### config.mk
export PLATFORM = sky130hd
export DESIGN_NAME = instr_byte_loader
export DESIGN_NICKNAME = d
export VERILOG_FILES = /design/src/rtl/chip_pkg.sv /design/src/rtl/sync_fifo.sv /design/src/rtl/instr_byte_loader.sv
export SDC_FILE = /design/constraint.sdc
export NUM_CORES = 1
export LEC_CHECK = 0
export CORE_MARGIN = 2
export CORE_UTILIZATION = 46
export CTS_BUF_LIST = sky130_fd_sc_hd__clkbuf_16
export DETAILED_ROUTE_END_ITERATION = 7
export MAX_ROUTING_LAYER = met4
export PLACE_DENSITY_LB_ADDON = 0.1
export SLEW_MARGIN = 20
export SYNTH_ARGS = -nofsm -noshare
export SYNTH_HDL_FRONTEND = slang
export SYNTH_SLANG_ARGS = --single-unit
### constraint.sdc
create_clock -name clk -period 3.4 [get_ports clk]
set_input_delay 1.02 -clock clk [delete_from_list [all_inputs] [get_ports clk]]
set_output_delay 1.02 -clock clk [all_outputs]
set_load 0.05 [all_outputs]
### src/rtl/chip_pkg.sv
// Shared definitions for the dual compute-unit chip: the instruction word layout
// and the encoding of the byte-assembler states.
package chip_pkg;

  localparam int unsigned INSTR_W  = 16;

  // Instruction fields. The loader itself only decodes UNIT_BIT.
  localparam int unsigned UNIT_BIT = 15;
  localparam int unsigned OPC_MSB  = 14;
  localparam int unsigned OPC_LSB  = 12;
  localparam int unsigned REG_MSB  = 11;
  localparam int unsigned REG_LSB  = 8;
  localparam int unsigned IMM_MSB  = 7;
  localparam int unsigned IMM_LSB  = 0;

  // Assembler state: HI waits for the high byte, LO for the low byte.
  typedef enum logic [0:0] {
    ASM_HI = 1'b0,
    ASM_LO = 1'b1
  } asm_state_e;

endpackage

### src/rtl/sync_fifo.sv
// Single-clock FIFO with an asynchronously reset storage array.
//
// Ports:
//   clk_i, rst_ni  clock, asynchronous active-low reset
//   push_i, wdata_i write request and data; accepted when not full, or when full
//                   together with a pop (the pop frees the slot first)
//   pop_i           read request; ignored when empty
//   rdata_o         head entry; when empty, the most recently popped entry
//                   (all zero after reset)
//   full_o, empty_o status flags
//   level_o         number of entries held, 0..Depth
module sync_fifo #(
  parameter int unsigned Width = 16,
  parameter int unsigned Depth = 4,
  localparam int unsigned PtrW   = $clog2(Depth),
  localparam int unsigned LevelW = PtrW + 1
) (
  input  logic              clk_i,
  input  logic              rst_ni,
  input  logic              push_i,
  input  logic [Width-1:0]  wdata_i,
  input  logic              pop_i,
  output logic [Width-1:0]  rdata_o,
  output logic              full_o,
  output logic              empty_o,
  output logic [LevelW-1:0] level_o
);

  logic [Width-1:0]  mem_q [Depth];
  logic [Width-1:0]  mem_d [Depth];
  logic [PtrW-1:0]   wr_ptr_q, wr_ptr_d;
  logic [PtrW-1:0]   rd_ptr_q, rd_ptr_d;
  logic [LevelW-1:0] level_q, level_d;
  logic              wr_en, rd_en;

  assign full_o  = (level_q == LevelW'(Depth));
  assign empty_o = (level_q == '0);
  assign level_o = level_q;

  assign rd_en = pop_i && !empty_o;
  assign wr_en = push_i && (!full_o || rd_en);

  // While empty the slot behind rd_ptr still holds the last popped entry and
  // cannot be overwritten (writes land at wr_ptr == rd_ptr), so the output
  // holds its last value without an extra register.
  assign rdata_o = empty_o ? mem_q[rd_ptr_q - PtrW'(1)] : mem_q[rd_ptr_q];

  always_comb begin
    mem_d    = mem_q;
    wr_ptr_d = wr_ptr_q;
    rd_ptr_d = rd_ptr_q;
    level_d  = level_q;
    if (wr_en) begin
      mem_d[wr_ptr_q] = wdata_i;
      wr_ptr_d        = wr_ptr_q + PtrW'(1);
    end
    if (rd_en) begin
      rd_ptr_d = rd_ptr_q + PtrW'(1);
    end
    level_d = level_q + LevelW'(wr_en) - LevelW'(rd_en);
  end

  always_ff @(posedge clk_i or negedge rst_ni) begin
    if (!rst_ni) begin
      for (int i = 0; i < int'(Depth); i++) begin
        mem_q[i] <= '0;
      end
      wr_ptr_q <= '0;
      rd_ptr_q <= '0;
      level_q  <= '0;
    end else begin
      mem_q    <= mem_d;
      wr_ptr_q <= wr_ptr_d;
      rd_ptr_q <= rd_ptr_d;
      level_q  <= level_d;
    end
  end

endmodule

### src/rtl/instr_byte_loader.sv
// Instruction byte loader: assembles 16-bit instructions from pairs of input
// bytes (high byte first), buffers them in a FIFO and dispatches the head to
// compute unit 0 or 1 according to bit 15, using a valid/ready handshake.
//
// Ports:
//   clk, rst_n             clock, asynchronous active-low reset
//   ena                    block enable; when low, strobes are ignored and no
//                          dispatch occurs
//   byte_in, byte_stb      instruction byte and its per-cycle valid
//   frame_rst              resync: assembler back to the high-byte state
//   cu0_valid/cu0_ready    handshake toward compute unit 0
//   cu1_valid/cu1_ready    handshake toward compute unit 1
//   instr_out              head instruction, shared by both units
//   fifo_level             entries held
//   overflow               sticky: an instruction was dropped on a full FIFO
//
// Optional feature macro INSTR_STATS_EN adds:
//   dispatch_cnt           wrapping count of dispatched instructions
//   last_unit              unit bit of the last dispatched instruction
module instr_byte_loader
  import chip_pkg::*;
#(
  parameter int unsigned DEPTH = 4,
  parameter int unsigned PTR_W = $clog2(DEPTH)
) (
  input  logic               clk,
  input  logic               rst_n,
  input  logic               ena,
  input  logic [7:0]         byte_in,
  input  logic               byte_stb,
  input  logic               frame_rst,
  output logic               cu0_valid,
  output logic               cu1_valid,
  input  logic               cu0_ready,
  input  logic               cu1_ready,
  output logic [INSTR_W-1:0] instr_out,
  output logic [PTR_W:0]     fifo_level,
`ifdef INSTR_STATS_EN
  output logic [7:0]         dispatch_cnt,
  output logic [0:0]         last_unit,
`endif
  output logic               overflow
);

  asm_state_e   state_q, state_d;
  logic [7:0]   hi_q, hi_d;
  logic         overflow_q, overflow_d;

  logic         stb;
  logic         push;
  logic         pop;
  logic         full;
  logic         empty;
  logic         head_unit;

  assign stb = byte_stb && ena;

  // Byte assembler. frame_rst wins over a strobe in the same cycle.
  always_comb begin
    state_d = state_q;
    hi_d    = hi_q;
    push    = 1'b0;
    if (frame_rst) begin
      state_d = ASM_HI;
      hi_d    = '0;
    end else if (stb) begin
      unique case (state_q)
        ASM_HI: begin
          hi_d    = byte_in;
          state_d = ASM_LO;
        end
        ASM_LO: begin
          push    = 1'b1;
          state_d = ASM_HI;
        end
      endcase
    end
  end

  sync_fifo #(
    .Width (INSTR_W),
    .Depth (DEPTH)
  ) u_fifo (
    .clk_i   (clk),
    .rst_ni  (rst_n),
    .push_i  (push),
    .wdata_i ({hi_q, byte_in}),
    .pop_i   (pop),
    .rdata_o (instr_out),
    .full_o  (full),
    .empty_o (empty),
    .level_o (fifo_level)
  );

  // Dispatch: only the unit selected by the head's unit bit sees valid, so
  // only that unit's ready can pop.
  assign head_unit = instr_out[UNIT_BIT];
  assign cu0_valid = !empty && ena && !head_unit;
  assign cu1_valid = !empty && ena && head_unit;
  assign pop       = (cu0_valid && cu0_ready) || (cu1_valid && cu1_ready);

  // A push on a full FIFO without a pop in the same cycle is dropped.
  assign overflow_d = overflow_q || (push && full && !pop);
  assign overflow   = overflow_q;

  always_ff @(posedge clk or negedge rst_n) begin
    if (!rst_n) begin
      state_q    <= ASM_HI;
      hi_q       <= '0;
      overflow_q <= 1'b0;
    end else begin
      state_q    <= state_d;
      hi_q       <= hi_d;
      overflow_q <= overflow_d;
    end
  end

`ifdef INSTR_STATS_EN
  logic [7:0] dispatch_cnt_q, dispatch_cnt_d;
  logic       last_unit_q, last_unit_d;

  always_comb begin
    dispatch_cnt_d = dispatch_cnt_q;
    last_unit_d    = last_unit_q;
    if (pop) begin
      dispatch_cnt_d = dispatch_cnt_q + 8'd1;
      last_unit_d    = head_unit;
    end
  end

  always_ff @(posedge clk or negedge rst_n) begin
    if (!rst_n) begin
      dispatch_cnt_q <= '0;
      last_unit_q    <= 1'b0;
    end else begin
      dispatch_cnt_q <= dispatch_cnt_d;
      last_unit_q    <= last_unit_d;
    end
  end

  assign dispatch_cnt = dispatch_cnt_q;
  assign last_unit    = last_unit_q;
`endif

endmodule

== Yosys cells after proc, flatten, opt, wreduce, memory -nomap -nowiden ==
Index checks and enable logic that the tools add are counted.
Storage, ports and cells
  flip-flop bits (word level): 81
  input port bits: 15
  output and inout port bits: 22
  logic and storage cells: 65
Operators by class
  reductions and logical operators: 21
  bitwise logic cells: 4
  add/sub/neg operators: 5
  multiplexer cells: 19
  eq/ne operators: 2
  magnitude comparators: 4
Operators by type and width (count)
  $mux W16: 6
  $bmux W16 S2: 2
  $bwmux W64: 1
  $demux W16 S2: 1
  $mux W8: 3
  $logic_and A1 B1 Y1: 11
  $ge A3 B3 Y1 const B: 3
  $not A2 Y3: 3
  $mux W1: 5
  $add A2 B1 Y2 const B: 2
  $logic_not A1 Y1: 4
  $add A3 B1 Y3: 1
  $eq A3 B3 Y1 const B: 1
  $logic_not A3 Y1: 1
  $logic_or A1 B1 Y1: 3
  $lt A3 B1 Y1 const B: 1
  $sub A3 B1 Y3: 1
  $ne A2 B2 Y1 const B: 1
  $pmux W1 S2: 1
  $reduce_and A2 Y1: 1
  $reduce_bool A2 Y1: 1
  $sub A2 B1 Y2 const B: 1
  $not A1 Y1: 1

== Depth between registers and ports, before layout ==
Gate-level depths: netlist of run 1.
  depth in word-level cells: 15
  mapped depth: 10
  depth with buffers taken out: 9

== Modules after synthesis ==
A second synthesis of run 1 with hierarchy kept.
Second synthesis, totals
  cells, all modules: 271
  area total of the unflattened synthesis: 4394.2 sq um
By module, submodules not included
  sync_fifo: sequential area each 1776.7 sq um, area each 3936.3 sq um, times used 1, cells an instance 228
  instr_byte_loader: sequential area each 250.2 sq um, area each 457.9 sq um, times used 1, cells an instance 43

== Worst setup path before layout of run 1 ==
OpenSTA, ideal clock, no wires.
  path kind: reg2out
  start: register u_fifo.rd_ptr_q[0]
  end: output port instr_out[10]
  cell stages (with the launch flop): 7
  arrival: 1.932 ns
  buffers on the path: 3
  data required time: 2.380 ns
  setup slack: 0.448 ns
  path through: dfrtp_1 > buf_2 > buf_1 > clkbuf_1 > mux4_2 > nand2_1 > nand2_1
Between the ends
  word-level cells in the longest chain between the ends: 6
  elaborated cells on any way between the ends: 10
  those cells by class: add/sub: 1; mux: 7; bitwise: 2
RTL lines
  start, declared: line sync_fifo.sv:32  | logic [PtrW-1:0] rd_ptr_q, rd_ptr_d;
  start signal, assigned: line sync_fifo.sv:74  | rd_ptr_q <= rd_ptr_d;
  $sub A2 B1 Y2: line sync_fifo.sv:46  | assign rdata_o = empty_o ? mem_q[rd_ptr_q - PtrW'(1)] : mem_q[rd_ptr_q];
  $not A2 Y3 (implied by the code): line sync_fifo.sv:46
  $bmux W16 S2: line sync_fifo.sv:46
  $mux W16 (implied by the code) (2 in a row): line sync_fifo.sv:46
  $mux W16 *: line sync_fifo.sv:46
  end, declared: line instr_byte_loader.sv:36  | output logic [INSTR_W-1:0] instr_out,
Mark *: on every way between the ends. The rest lies on a longest branch, timed or not. The select of a mux whose other input is x is not followed.

== Worst setup path in the final report of run 1 ==
  start: register u_fifo.rd_ptr_q[0]
  end: output port instr_out[9]
The elaborated chain is that of the path after synthesis.

==> results of run 1 <==
[flip-flops by register name, summed over array words and instances, names as in the netlist]
name,flops
hi_q,8
overflow,1
state_q,1
u_fifo.level_o,3
u_fifo.mem_q,64
u_fifo.rd_ptr_q,2
u_fifo.wr_ptr_q,2
[placed cells by master (no fill, tap or decap), types with 4 or more instances in the layout]
cell / instances
a21oi_1: 9
a21oi_4: 4
buf_12: 5
buf_4: 28
clkbuf_16: 9
clkdlybuf4s50_1: 17
dfrtp_1: 80
ha_1: 6
inv_1: 6
mux2_2: 25
mux2_4: 40
mux4_2: 32
nand2_1: 72
[Yosys cell counts]
cell      count
fa_1          1
buf_6         5
mux2i_4       1
inv_1         6
clkbuf_1      6
nor2_1        3
o21bai_1      1
nor3_1        1
buf_2         2
or2_2         1
and3_1        2
buf_1         6
mux4_2       32
nand2_1      72
mux2_2       25
ha_1          6
mux2_4       40
dfrtp_1      81
nor3b_1       1
a21oi_1       9
xnor2_1       3
a21boi_1      1
xor2_1        2
or3_1         1
and4b_1       1
a21oi_4       4
[worst max-delay path by stage]
stage | start | endpoint | slack [ns]
global route | u_fifo.rd_ptr_q[0]$_DFFE_PN0P_ | instr_out[9] | 0.08
detailed placement | ena | cu0_valid | 0.31
finish | u_fifo.rd_ptr_q[0]$_DFFE_PN0P_ | instr_out[9] | 0.22
floorplan | u_fifo.rd_ptr_q[0]$_DFFE_PN0P_ | instr_out[10] | 0.45
global placement | ena | cu0_valid | 0.35
CTS | u_fifo.rd_ptr_q[0]$_DFFE_PN0P_ | instr_out[9] | 0.18
[through the flow]
stage	setup WS, ns	hold slack (ns)	area (sq um)
floorplan	0.448	0.492	4380
global placement	0.354	0.490	4920
detailed placement	0.311	0.476	4920
CTS	0.178	0.496	5220
global route	0.0772	0.500	5220
finish	0.225	0.500	5220
[power groups by stage]
stage / sequential, mW / clock, mW / combinational (mW)
after global routing: 1.33 / 1.05 / 1.46
after global placement: 1.31 / 0 / 1.37
after floorplan: 1.29 / 0 / 1.01
final: 1.30 / 0.979 / 1.36
after CTS: 1.30 / 1.00 / 1.39
after detailed placement: 1.32 / 0 / 1.38
[final cells by class]
| type | instances | area [sq um] |
|---|---|---|
| tap | 129 | 161 |
| clock inverter | 7 | 76.3 |
| fill | 765 | 4020 |
| clock buffer | 9 | 225 |
| inverter | 6 | 22.5 |
| multi-input combinational | 207 | 2220 |
| timing repair buffer | 50 | 480 |
| sequential | 81 | 2030 |
[kinds of logic (layout without fill, tap and decap cells)]
kind of cell | count (synthesis) | in the layout | synth area share
multiplexers | 98 | 98 | 0.371
AND/OR/NAND/NOR | 82 | 82 | 0.0751
flip-flops | 81 | 81 | 0.463
buffers and inverters | 25 | 72 | 0.0306
AO/OA/AOI/OAI | 15 | 15 | 0.0286
adder cells (fa/ha/maj) | 7 | 7 | 0.0217
XOR/XNOR | 5 | 5 | 0.0100
[routing by layer]
layer  share of wire  vias to the layer above
met5               0                        -
met1            0.47                     1374
met4           0.012                        0
met3           0.035                       11
met2            0.48                       40
li1                -                     1199
==> summary.txt, run 1 <==
Critical path
  – RR Endpoint: u_fifo.level_o[2]$_DFF_PN0_
  – Worst R2R Setup Slack: 0.61 ns
  – Crit path launch type: register
  – WP buf/inv: 2
  – Critical Path Max Stage Delay: approximately 0.7 ns
  – Worst EP required: around 2.4 ns
  – Top cell by count, worst path: nand2_1
  – R2R Path Start: u_fifo.rd_ptr_q[0]$_DFFE_PN0P_
  – Delay-heaviest family, CP: flip-flops
  – Crit path depth: 5
  – Critical Path End Type: output port
  – Reg2Reg Depth: 9
  – Critical-path maximum fanout: 19
  – Critical path class: reg -> out
  – Critical-path cell list: buf_12 > mux4_2 > nand2_1 > nand2_1 > buf_4
  – Critical path's slowest cell: dfrtp_2
  – Arrival time worst endpoint: roughly 2.2 ns

Clocking
  – Clock transition at path regs: approximately 0.06 ns
  – Clock sinks: slightly above 80
  – Post-CTS setup repair buffer count: 0
  – TritonCTS clock tree: built
  – CTS buffer count: 9
  – Clock Latency Late Sink: ~0.34 ns
  – CTS resizes: 0
  – Root Buffer: clkbuf_16
  – CTS H-Tree Depth: 3
  – Clock buffer depth: 2
  – CTS Hold Bufs: 0

Yosys
  – Post-synthesis cell count: about 310
  – Cell variety after synth: 26
  – Ys Warns: 0
  – Register area share after synthesis: 0.463
  – Largest cells by area after synthesis: dfrtp_1 46%, mux4_2 16%, mux2_4 14%
  – Syn_area_per_cell: roughly 14 sq um
  – Yosys top cell area share: 0.463
  – Dominant cell type by area after synthesis: dfrtp_1
  – Synthesized area: about 4400 sq um
  – Synthesized flop and latch total: 81
  – Syn nets: between 300 and 400

Detailed routing
  – WL per Instance: about 18 microns
  – DRT iter0 DRCs: 91
  – Remaining DRCs: 0
  – Via count: about 2600
  – Final wirelength: between 8 and 9 mm
  – Detail Route Antenna Nets: 0
  – 1st-pass router iterations: 5
  – Post-DR vias/cell: 5.37

Floorplan
  – Num rows: 35
  – Die area: 10300 sq um
  – Core Area: about 9200 sq um
  – Die W: a little over 100 microns
  – Initial core utilization: 0.474
  – Io pins: 37
  – Die Y: 102 microns

Global routing
  – Top Usage Layer GRT: met2
  – Largest net degree at the start of global routing: 70
  – Met1 global-route usage: 0.275
  – GRT Overall Usage: 0.200
  – GR Overflow Total: 0
  – Vias in the first global route: 2696
  – Antenna violations before repair: 0
  – First-pass GRT wire length: 14.8 mm
  – Met3 usage: 0.0455
  – Routing usage on met2: 0.302

Timing
  – Setup repair after global routing missed its margin: no
  – Setup Viol. Count Final: 0
  – Worst-margin pin slew: about 0.60 ns
  – Clock skew: around 0.0072 ns
  – Setup TNS Final: 0 ns
  – Final Max Tran Viols: 0
  – Fin crit period: around 3.2 ns
  – Final Hold Viols: 0
  – Final period utilization: 0.934
  – Relative slew slack: 0.602
  – Highest clock rate: 0.315 GHz

Layout
  – Util after Layout: 0.565
  – Non-filler instance count after layout: approximately 490
  – Area delta synth->final: 19.1%
  – Layout Nets: 377
  – N_diodes: 0
  – Layout cells sized above 1: 0.428

Place
  – Dpl cells: approximately 470
  – Port bufs: 36
  – Final Wtd Congestion: roughly 0.74
  – Dpl hpwl: roughly 5.9 mm

Job
  – Max-cap violations: 0

Hold path
  – Worst Hold Depth: 1
  – Min-delay worst type: reg -> reg
  – Hold path endpoint: overflow$_DFF_PN0_
  – Min-delay src: overflow$_DFF_PN0_

Pwr
  – IR drop worst, VDD: between 0.3 and 0.4 mV
  – Pwr Density: between 600 and 700 nW/um^2
  – Switch Pwr: around 1.3 mW
  – Comb pwr share: 0.374
  – Leak pwr: roughly 2.4 nW
  – Switching Share: 0.360
  – Power, Total: 3.64 mW
  – Seq pwr share: 0.357
  – Power Internal: ~2.3 mW
  – Clock power frac: 0.269

Outcome
  – Status: finished clean
(Power assumes the default switching activity.)
==> inputs of run 2 (changes only) <==
DONT_BUFFER_PORTS = 1   (was unset)
==> summary.txt, run 2 (synthesized netlist as in run 1, its figures left out) <==
Outcome
  – Status: finished clean

Timing
  – Setup repair after global routing missed its margin: no
  – Relative slew slack: 0.453 (-0.149)
  – Setup TNS Final: 0 ns (unchanged)
  – Final Hold Viols: 0 (unchanged)
  – Final Max Tran Viols: 0 (unchanged)
  – Highest clock rate: 0.313 GHz (-0.74%)
  – Worst-margin pin slew: 0.820 ns (+0.224 ns)
  – Final setup margin: 0.201 ns (-0.0237 ns)
  – Final period utilization: 0.941 (+0.00698)
  – Fin crit period: 3.20 ns (+0.0237 ns)
  – Setup Viol. Count Final: 0 (unchanged)
  – Clock skew: 0.00530 ns (-0.00187 ns)

Layout
  – Register Area: 2030 sq um (about the same)
  – Multi-input logic area: 2220 sq um (unchanged)
  – Commonest non-fill, non-tap cell in the layout: dfrtp_1
  – Layout cells sized above 1: 0.411 (-0.0166)
  – Fill cell count: 781 (+2.1%)
  – Layout Nets: 339 (-10%)
  – Util after Layout: 0.525 (-0.0401)
  – N_diodes: 0 (unchanged)
  – Area delta synth->final: 10.7%
  – Max FFs per register: 64 (unchanged)
  – Most frequent cells in the layout: 79 x dfrtp_1, 72 x nand2_1, 40 x mux2_4
  – Largest reg by FF count: u_fifo.mem_q

Detailed routing
  – 1st-pass router iterations: 4 (-1)
  – Remaining DRCs: 0 (unchanged)
  – DRT iter0 DRCs: 133 (+46%)
  – WL per Instance: 19.1 microns (+5.7%)
  – Post-DR vias/cell: 5.58 (+4.0%)
  – Via count: 2512 (-4.3%)
  – Final wirelength: 8.58 mm (-2.7%)
  – Detail Route Antenna Nets: 0 (unchanged)

Floorplan
  – Die Y: 102 microns (unchanged)
  – Num rows: 35 (unchanged)
  – Io pins: 37 (unchanged)
  – Initial core utilization: 0.474 (unchanged)
  – Die W: 102 microns (unchanged)
  – Core Area: 9240 sq um (unchanged)
  – Die area: 10300 sq um (unchanged)

Clocking
  – Clock transition at path regs: 0.06 ns (about the same)
  – CTS buffer count: 9 (unchanged)
  – Post-CTS setup repair buffer count: 0 (unchanged)
  – Root Buffer: clkbuf_16
  – TritonCTS clock tree: built
  – Clock sinks: 81 (unchanged)
  – CTS resizes: 0 (unchanged)
  – Clock buffer depth: 2 (unchanged)
  – Clock Latency Late Sink: 0.33 ns (about the same)
  – CTS H-Tree Depth: 3 (unchanged)
  – CTS Hold Bufs: 0 (unchanged)

Critical path
  – Arrival time worst endpoint: 2.18 ns (+0.02 ns)
  – Critical path class: reg -> out
  – Crit path launch type: register
  – Critical-path maximum fanout: 10 (-9)
  – Reg2Reg Depth: 9 (unchanged)
  – Critical Path End Type: output port
  – Worst EP required: 2.38 ns (about the same)

Place
  – Dpl hpwl: 5.44 mm (-8.4%)
  – Port bufs: 0 (-100%)
  – Place WS: 0.463 ns (+0.153 ns)
  – Final Wtd Congestion: 0.770 (+4.0%)

Hold path
  – Min-delay worst type: in -> async

Global routing
  – GRT Overall Usage: 0.194 (-0.00617)
  – GR Overflow Total: 0 (unchanged)
  – First-pass GRT wire length: 14.4 mm (-2.5%)
  – Vias in the first global route: 2642 (-2.0%)
  – Antenna violations before repair: 0 (unchanged)
  – Largest net degree at the start of global routing: 82 (+17%)

Pwr
  – Leak pwr: 2.22 nW (-7.6%)
  – Power, Total: 3.52 mW (-3.2%)
  – IR drop worst, VDD: 0.321 mV (-17%)
  – Pwr Density: 727 nW/um^2 (+4.2%)

Job
  – Max-cap violations: 0 (unchanged)
## run 2: cell types whose count changed in the layout (fill, tap and decap cells not counted), moves of 2 or more
cell,previous run,this run
clkinvlp_4,2,0
clkdlybuf4s50_1,17,0
buf_12,5,1
buf_4,28,11
## run 2: path summary, 6_finish.rpt
kind / from / endpoint / slack, ns
worst max-delay path: u_fifo.level_o[0]$_DFF_PN0_ / instr_out[14] / 0.20
worst min-delay path: rst_n / u_fifo.mem_q[7]$_DFFE_PN0P_ / 0.38
worst max register to register: u_fifo.rd_ptr_q[0]$_DFFE_PN0P_ / u_fifo.level_o[2]$_DFF_PN0_ / 0.48
worst min register to register: u_fifo.mem_q[36]$_DFFE_PN0P_ / u_fifo.mem_q[36]$_DFFE_PN0P_ / 0.52
max in group asynchronous: rst_n / u_fifo.rd_ptr_q[0]$_DFFE_PN0P_ / 2.84
min in group clk: u_fifo.mem_q[36]$_DFFE_PN0P_ / u_fifo.mem_q[36]$_DFFE_PN0P_ / 0.52
## run 2: cell type report
cell class              instances  share of cell area
repair buffers                 12              0.0212
clock inverters                 6              0.0170
clock buffers                   9              0.0465
inverters                       6             0.00465
flip-flops and latches         81               0.419
multi-input cells             207               0.459
well taps                     129              0.0333
## run 2: stage by stage
stage	cells	hold slack (ns)	area (sq um)
after floorplan	313	0.492	4380
after global placement	435	0.505	4540
after detailed placement	435	0.512	4540
after CTS	450	0.367	4850
after global routing	450	0.361	4850
final	450	0.380	4850
## run 2: where the power goes
| group | switching, mW | leakage [nW] | internal, mW |
|---|---|---|---|
| combinational | 0.685 | 0.971 | 0.527 |
| sequential | 0.167 | 1.10 | 1.12 |
| clock | 0.387 | 0.153 | 0.637 |
## run 2: routing by layer
metal / GRT usage / part of all wire / vias up
li1: - / - / 1124
met1: 0.270 / 0.47 / 1327
met2: 0.282 / 0.47 / 50
met3: 0.0380 / 0.042 / 11
met4: 0.0748 / 0.015 / 0
met5: - / 0 / -
## run 2: worst max-delay path, cell delays in order, from the launching register on
cell and delay [ns]:
dfrtp_1 0.38, buf_4 0.20, nor3_2 0.52, buf_4 0.30, nand2_1 0.07, nand2_1 0.37
